$ cat config.mk
export PLATFORM = sky130hd
export DESIGN_NAME = down_counter_timer
export DESIGN_NICKNAME = d
export VERILOG_FILES = /design/src/rtl/down_counter_timer.sv
export SDC_FILE = /design/constraint.sdc
export NUM_CORES = 1
export LEC_CHECK = 0
export ABC_AREA = 1
export CELL_PAD_IN_SITES_DETAIL_PLACEMENT = 1
export CELL_PAD_IN_SITES_GLOBAL_PLACEMENT = 2
export CORE_UTILIZATION = 22
export CTS_CLUSTER_DIAMETER = 120
export DETAILED_ROUTE_END_ITERATION = 7
export GPL_ROUTABILITY_DRIVEN = 0
export PLACE_DENSITY_LB_ADDON = 0.1
export SYNTH_ARGS = -nofsm -noshare
export SYNTH_HDL_FRONTEND = slang
export SYNTH_SLANG_ARGS = --single-unit
$ cat constraint.sdc
create_clock -name clk -period 2.94 [get_ports clk]
set_input_delay 0.588 -clock clk [delete_from_list [all_inputs] [get_ports clk]]
set_output_delay 0.588 -clock clk [all_outputs]
set_load 0.01 [all_outputs]
$ cat src/rtl/down_counter_timer.sv
// Loadable modulo-MOD down counter with a one-cycle borrow pulse.
// Borrow either reloads to MOD-1 and keeps running, or parks the counter in EXPIRED.
module down_counter_timer #(
   parameter int WIDTH = 2,
   parameter int MOD   = 4
) (
   input  logic             clk,
   input  logic             reset,
   input  logic             clear,
   input  logic             load,
   input  logic [WIDTH-1:0] load_val,
   input  logic             auto_reload,
   input  logic             x,
   output logic [WIDTH-1:0] Q,
   output logic             z,
   output logic             busy,
   output logic             expired
);

   typedef enum logic [1:0] {
      IDLE    = 2'b00,
      RUN     = 2'b01,
      EXPIRED = 2'b10
   } stateT;

   localparam logic [WIDTH-1:0] QMAX = WIDTH'(MOD - 1);
   localparam logic [WIDTH-1:0] ONE  = WIDTH'(1);

   stateT            state;
   stateT            stateNext;
   logic [WIDTH-1:0] qNext;
   logic             zNext;
   logic [WIDTH-1:0] loadSat;

   // Start values beyond the modulus clamp to the top count.
   assign loadSat = (load_val > QMAX) ? QMAX : load_val;

   // Next-state, next-count and borrow decode; clear beats load beats x.
   always_comb begin
      stateNext = state;
      qNext     = Q;
      zNext     = 1'b0;
      if (clear) begin
         stateNext = IDLE;
         qNext     = '0;
      end else if (load) begin
         stateNext = RUN;
         qNext     = loadSat;
      end else begin
         case (state)
            IDLE: begin
               stateNext = IDLE;
            end
            RUN: begin
               if (x) begin
                  if (Q == '0) begin
                     zNext = 1'b1;
                     if (auto_reload) begin
                        qNext = QMAX;
                     end else begin
                        stateNext = EXPIRED;
                     end
                  end else begin
                     qNext = Q - ONE;
                  end
               end
            end
            EXPIRED: begin
               stateNext = EXPIRED;
            end
            default: begin
               stateNext = IDLE;
            end
         endcase
      end
   end

   // State, count and borrow registers; reset aborts everything at once.
   always_ff @(posedge clk or negedge reset) begin
      if (!reset) begin
         state <= IDLE;
         Q     <= '0;
         z     <= 1'b0;
      end else begin
         state <= stateNext;
         Q     <= qNext;
         z     <= zNext;
      end
   end

   assign busy    = (state == RUN);
   assign expired = (state == EXPIRED);

endmodule

Yosys cells after proc, flatten, opt, wreduce, memory -nomap -nowiden. Index checks and enable logic that the tools add are counted.

Add/sub/neg operators: 1. Multiply operators: 0. Div/mod/pow operators: 0. Magnitude comparators: 1. Eq/ne operators: 6. Shift-type cells: 0. Multiplexer cells: 18. Bitwise gates (word level): 0. Reductions and logical operators: 5.

Operator list (count): $mux 2 (12); $ne 4x4->1 const B (3); $reduce_and 3->1 (2); $reduce_bool 3->1 (2); $mux 1 (5); $ne 4x3->1 const B (1); $pmux 2 s2 (1); $eq 2x1->1 const B (1); $eq 2x2->1 const B (1); $gt 2x2->1 const B (1); $logic_not 2->1 (1); $sub 2x1->2 const B (1).

Bits in registers: 5. Bits in latches: 0. RAM bits: 0. Bits in read-only memories: 0. Bits of input ports: 8. Output and inout port bits: 5. Logic and storage cells: 34. Memories kept: 0.

Logic depth before layout (Yosys ltp). Gate-level depths: netlist (run 1).

Depth after elaboration: 6. Gate-level depth with buffers: 7. Gate-level depth less buffers: 7.

Least setup slack after synthesis (run 1). OpenSTA, ideal clock, no wires.

Path type: reg2out. Start point: reg state[1]. End point: out busy. Arrival: 668 ps. Required time: 2352 ps. Slack: 1684 ps. Stages on the path, launching flop included: 3. Path buffers: 0. Cells stage by stage: dfrtp_1 > inv_1 > ha_1.

Word-level cells in the longest chain between the ends: 1.

Ends and longest elaborated chain: start: declaration (line 29) `stateT state;`; start signal: assignment (line 85) `state <= stateNext;`; $eq 2x1->1 (line 91) `assign busy = (state == RUN);`; end: declaration (line 16) `output logic busy,`.

No other way between the ends.

Worst setup path after layout (run 1). Ends and elaborated chain as after synthesis.

==> impl_metrics.ini, run 1 <==
[power_and_ir_drop]
swShare_pct = 28.9
clkPwrFrac_pct = 38.4
power.density_nw_per_um2 = 428
p_leak_nw = 0.252
p_comb_share_pct = 25.3
seqPwrFrac_pct = 36.3
switching_power_w = 0.0000622
p_int_w = 0.000153
ir_drop_uv = 172

[timing]
finalSetupTns_ns = 0
timing.fmax_mhz = 487
fin_crit_ns = 2.05
hold_slack_ns = 0.506
setup_ws_ns = 0.888
finClkSkew_ns = 0.00369
worst_pin_slew_ns = 0.296
rsz0062_at_grt = no
setup_viol = 0
hold_viol_final = 0
relSlewSlack_pct = 80.2
period_share_pct = 69.8
slew_viol_final = 0

[run]
maxCapViolations = 0

[logic_synthesis]
synth_warnings = 0
postSynthCellCount = 45
yosysSeqAreaShare_pct = 37.0
syn_nets = 57
yosysUniqueCellTypes = 9
avgSynthCellArea_um2 = 7.51
syn_area_um2 = 338
ys_ff_latch = 5

[cells_and_area]
diodes = 0
layout_common_cells = nand2_1 (15), clkdlybuf4s50_1 (12), inv_1 (8)
drive_gt1_share_pct = 9.84
syn2layout_area_growth_pct = 48.9
layoutNonFillerInstCount = 76
finalNetCount = 74
final_common_cell = nand2_1
fillerInstances = 170

[floorplanning]
start_util_pct = 24.7
core_um2 = 1370
rows = 13
die_y_um = 41.2
die_w_um = 41.2
pin_count = 13
die_area_um2 = 1700

[place]
placed_cells = 72
dp_slack_ns = 1.11
hpwl_um = 712
port_buffers = 12

[routing]
vias_per_cell = 4.37
ant_nets = 0
routedWlPerCell_um = 11.2
routed_wl_um = 851
firstDrtPassIters = 1
drtIter0Drc = 0
via_count = 332
drc = 0

[clocking]
cts.sinks = 5
clock_latency_ns = 0.25
hold_buffers = 0
cts-root-buf = clkbuf_4
clk_pin_slew_worst_paths_ns = 0.04
cts_tree = built
cts-resized-gates = 0
post-cts-setup-buffer-count = 0
ctsLongestPathBuffers = 2
cts_buffers = 3
cts_max_level = 1

[min_path]
hp-class = flip-flop to flip-flop
hold_end = state[1]$_DFFE_PN0P_
min_path_cells = 2
min_from = state[1]$_DFFE_PN0P_

[setup_path]
setup.worst_path.start_class = flip-flop
arrival_ns = 1.46
regToRegSetupSlack_ns = 1.75
worstSetupPathType = flip-flop to primary output
cp.required_ns = 2.35
r2r_cells = 7
rr_startpoint = Q[0]$_DFFE_PN0P_
endpoint_kind = primary output
critPathMaxFanout = 3
reg2reg_to = Q[1]$_DFFE_PN0P_

[global_route]
met3_usage_pct = 1.63
grt_pass1_wl_mm = 1.26
antenna_found_initial = 0
grt_max_degree = 8
met2_usage_pct = 16.8
grt_util_met1_pct = 15.6
grt_pass1_vias = 295
grt-ovfl-total = 0
busiest_layer = met2
grt_usage_pct = 12.5

[outcome]
status = complete, no violations
metrics by stage:
stage               total power (W)  cell area [um2]  utilization, %
detailed placement         0.000135              477            34.9
finish                     0.000216              503            36.8
CTS                        0.000221              503            36.8
floorplan                  0.000105              338               -
global route               0.000229              503            36.8
global placement           0.000133              477            34.9
cells by family after synthesis:
group                      after synthesis  share of synthesized area [%]
AOI/OAI and AO/OA                        1                           1.48
adders and majority gates                4                           14.8
buffers and inverters                    8                           8.89
DFF                                      5                           37.0
and+or+nand+nor                         27                           37.8
cell usage after synthesis:
master	count	area [um2]
dfrtp_1	5	125
ha_1	4	50.1
inv_1	8	30.0
nand2_1	15	56.3
nand3_1	7	35.0
nand3_2	2	20.0
nor2_2	1	6.26
nor3_1	2	10.0
o21ai_0	1	5.00
worst max-delay path by stage:
stage,from,to,slack (ns),depth (start not counted)
2_1_floorplan,state[1]$_DFFE_PN0P_,busy,1.68,2
3_3_place_gp,state[1]$_DFFE_PN0P_,busy,1.15,3
3_5_place_dp,load,state[0]$_DFFE_PN0P_,1.11,6
4_1_cts,state[1]$_DFFE_PN0P_,busy,0.86,3
5_1_grt,state[1]$_DFFE_PN0P_,busy,0.81,3
6_report,state[1]$_DFFE_PN0P_,busy,0.89,3
final cells by class:
class                   instances  area [um2]  area share (%)
inverters                       8        30.0            5.97
flip-flops and latches          5         125            24.9
well taps                      15        18.8            3.73
multi-input cells              32         183            36.3
clock buffers                   4        26.3            5.22
repair buffers                 12         120            23.9
layer usage:
metal | routed length (um) | share of wire (%)
met5 | 0 | 0
met4 | 8 | 0.94
met3 | 43 | 5.1
met2 | 385 | 45
met1 | 413 | 49
sequential cells by signal, indices dropped and copies added (netlist names):
register and count:
state 2, Q 2, z 1
worst max-delay path, stage by stage (launching register included):
cell             delay, ns
dfrtp_1               0.39
inv_1                 0.08
ha_1                  0.20
clkdlybuf4s50_1       0.55
power by group through the flow:
stage	Combinational, W	Sequential, W	Clock (W)
after floorplan	0.0000246	0.0000806	0
after global placement	0.0000541	0.0000790	0
after detailed placement	0.0000554	0.0000795	0
after CTS	0.0000557	0.0000784	0.0000868
after global routing	0.0000612	0.0000791	0.0000888
final	0.0000545	0.0000783	0.0000827
Power figures use the tool's default switching activity.
==> run 2, diff against run 1 <==
- CORE_UTILIZATION: 22 -> 19
- clock period: 2.94 -> 1.7 ns (I/O delays scaled with it)
==> impl_metrics.ini, run 2 (synthesis gave the netlist of run 1 again) <==
[outcome]
status = complete, no violations

[setup_path]
slowest_delay_ns = 0.39
path_delay_family = flip-flops
arrival_ns = 1.18
critPathMaxFanout = 3
rr_startpoint = Q[0]$_DFFE_PN0P_
reg2reg_to = Q[0]$_DFFE_PN0P_
crit_slowest_cell = dfrtp_1
worstSetupPathType = flip-flop to primary output
path_buf_inv = 2
cp.required_ns = 1.36
endpoint_kind = primary output
r2r_cells = 7
crit_chain = inv_1 > ha_1 > dlygate4sd2_1
setup.worst_path.start_class = flip-flop
regToRegSetupSlack_ns = 0.47

[timing]
timing.fmax_mhz = 656
fin_crit_ns = 1.52
slew_viol_final = 0
finClkSkew_ns = 0.00572
finalSetupTns_ns = 0
worst_pin_slew_ns = 0.316
relSlewSlack_pct = 78.9
setup_viol = 0
hold_viol_final = 0
period_share_pct = 89.7
rsz0062_at_grt = no

[routing]
routedWlPerCell_um = 11.0
vias_per_cell = 4.41
drc = 0
routed_wl_um = 855
drtIter0Drc = 2
via_count = 344
firstDrtPassIters = 5
ant_nets = 0

[cells_and_area]
diodes = 0
final_common_cell = nand2_1
finalNetCount = 75
layout_common_cells = nand2_1 (15), clkdlybuf4s50_1 (10), inv_1 (8)
largestRegisters = Q x2, state x2, z x1
drive_gt1_share_pct = 11.3
syn2layout_area_growth_pct = 50.7
postLayoutCellArea_um2 = 509

[global_route]
grt-ovfl-total = 0
antenna_found_initial = 0
grt_max_degree = 8
grt_pass1_wl_mm = 1.55
grt_pass1_vias = 398
grt_usage_pct = 10.7

[clocking]
cts-root-buf = clkbuf_4
post-cts-setup-buffer-count = 0
clk_pin_slew_worst_paths_ns = 0.05
cts-resized-gates = 2
cts_buffers = 3
cts_tree = built
hold_buffers = 0
clock_latency_ns = 0.24
cts.sinks = 5
cts_max_level = 1
ctsLongestPathBuffers = 2

[place]
place_area_um2 = 485
hpwl_um = 724
port_buffers = 12

[floorplanning]
pin_count = 13
rows = 14
core_um2 = 1580
start_util_pct = 21.4
die_w_um = 44.2
die_area_um2 = 1950
die_y_um = 44.2

[min_path]
hp-class = input port to async pin

[power_and_ir_drop]
ir_drop_uv = 335
p_leak_nw = 0.264
power.density_nw_per_um2 = 720

[run]
maxCapViolations = 0
## run 2: changes by cell type in the layout (fill, tap and decap cells not counted), sizes merged
cell,delta
dlygate4sd2,+2
clkdlybuf4s50,-2
buf,+1
## run 2: how the worst max path moves through the flow
stage | from | to | cells after the start
CTS | state[1]$_DFFE_PN0P_ | busy | 3
finish | state[1]$_DFFE_PN0P_ | busy | 3
global route | state[1]$_DFFE_PN0P_ | busy | 3
global placement | state[1]$_DFFE_PN0P_ | busy | 3
floorplan | Q[0]$_DFFE_PN0P_ | Q[0]$_DFFE_PN0P_ | 7
detailed placement | state[1]$_DFFE_PN0P_ | busy | 3
## run 2: layer usage
metal	global-route usage (%)	vias to the layer above	part of all wire, %
met5	0	-	0
met4	3.64	0	0
met3	2.45	0	2.8
met2	18.2	8	49
met1	13.3	161	48
li1	-	175	-
## run 2: report_power, final
| group | total, W | internal, W | switching [W] |
|---|---|---|---|
| sequential | 0.000137 | 0.000128 | 0.00000817 |
| combinational | 0.0000937 | 0.0000473 | 0.0000464 |
| clock | 0.000136 | 0.0000887 | 0.0000477 |
## run 2: layout make-up
cell class / instances / area [um2]
Inverter: 8 / 30.0
Fill cell: 195 / 1070
Tap cell: 16 / 20.0
Sequential cell: 5 / 125
Clock buffer: 4 / 26.3
Multi-Input combinational cell: 32 / 183
Timing Repair Buffer: 13 / 125
## run 2: stage by stage
step                hold WS [ns]  setup WS [ns]  total power [W]  util [%]  cells
finish                     0.323          0.175         0.000367      32.3     78
global route               0.334         0.0869         0.000400      32.3     78
CTS                        0.326          0.153         0.000378      32.3     78
detailed placement         0.495          0.153         0.000237      30.8     74
global placement           0.506          0.151         0.000238      30.8     74
floorplan                 0.0444          0.599         0.000182         -     45
==> RTL edit, RTL diff (config.mk and constraints of run 1) <==
Set the parameter `WIDTH` to 4 (it was 2).
--- a/src/rtl/down_counter_timer.sv
+++ b/src/rtl/down_counter_timer.sv
@@ -3,3 +3,3 @@
 module down_counter_timer #(
-   parameter int WIDTH = 2,
+   parameter int WIDTH = 4,
    parameter int MOD   = 4
Ports: changed (resized Q and load_val); port bits go from 13 to 17. The function was not compared with the original's and may differ.
==> RTL edit against run 1 <==
Design area increased by 46%; sequential cell count increased by 2; synthesized cell count increased by 51%; hold slack improved by 0.038 ns; highest routed layer is now met3; wire length increased by 47%; critical path depth unchanged; setup slack improved by 0.026 ns; area after synthesis increased by 51%; power increased by 28%.
==> RTL edit: results <==
[run_status]
status = finished, final reports clean

[worst_setup_path]
r2r_setup_slack_ns = 1.64
worstPathArrival_ns = 1.44
crit_fanout = 3

[final_layout]
seq_cells = 7
buffers = 16
seq-cell-share = 0.2393
drive_gt1_frac = 0.1364
seqCellArea_um2 = 175.2
multi_input_area_share = 0.3829
nNetsFinal = 103
nMultiInputCombCells = 47
n_antenna_cell = 0
layout.nonclk_buf_frac = 0.2188
inv_count = 14
clk_share = 0.03590
fillers = 280
reg_top3 = Q x4, state x2, z x1

[sta]
worst_pin_slew_ns = 0.3900
fin_skew_ns = 0.002201
hold_ws_ns = 0.5436

[synth]
synth.avg_cell_area_um2 = 7.507
yosysUniqueCellTypes = 17
synthTopCellsByArea = dfrtp_1 34%, nand2_1 12%, ha_1 9.8%
synth_commonest_cells = 16 x nand2_1, 13 x inv_1, 8 x nand3_1
seq_area_frac_synth = 0.3431
synthesis.nets = 82

[global_route]
use_met2 = 0.1978
gr-usage-met1 = 0.1373
grt_first_pass_wirelength_um = 2201
grtUsageTotal = 0.1209
grt_max_degree = 9
met3_usage = 0.02727

[route]
wl_met1_um = 570
wl_met3_um = 50
drtIter0Drc = 4
top_layer = met3
drt-total-wl_um = 1250
wl_per_cell_um = 10.78
viasPerCell = 4.259
drt-pass1-iter-count = 4

[place]
place_hpwl_um = 1019
placed_area_um2 = 705.7
pre_cts_slack_ns = 1.165
dpl.cell_count = 112
portBuffers = 16

[power_and_ir_drop]
power_leakage_nw = 0.3575
internal_power_mw = 0.1928
vdd_ir_drop_max_v = 0.0001486

[cts]
clk_path_buf_depth = 2

[worst_hold_path]
holdPathStages = 2

[floorplanning]
die_area_um2 = 2517
-- RTL edit: power groups by stage --
stage          Combinational (mW)  Clock (mW)  Sequential, mW
6_report                   0.0796      0.0895           0.107
5_1_grt                    0.0900       0.103           0.108
4_1_cts                    0.0818      0.0973           0.107
3_5_place_dp               0.0814           0           0.109
3_3_place_gp               0.0816           0           0.109
2_1_floorplan              0.0429           0           0.110
-- RTL edit: how the worst max path moves through the flow --
stage | slack (ns) | cells after the start | end | startpoint
floorplan | 1.72 | 2 | busy | state[1]
global placement | 1.17 | 6 | Q[1] | clear
detailed placement | 1.17 | 3 | busy | state[1]
CTS | 0.89 | 3 | busy | state[1]
global route | 0.84 | 3 | busy | state[1]
finish | 0.91 | 3 | busy | state[1]
-- RTL edit: logic make-up after synthesis --
logic type | synth area share
AO/OA/AOI/OAI | 0.05146
adder cells (fa/ha/maj) | 0.09804
XOR/XNOR | 0.01716
AND/OR/NAND/NOR | 0.3824
flip-flops | 0.3431
buffers and inverters | 0.1079
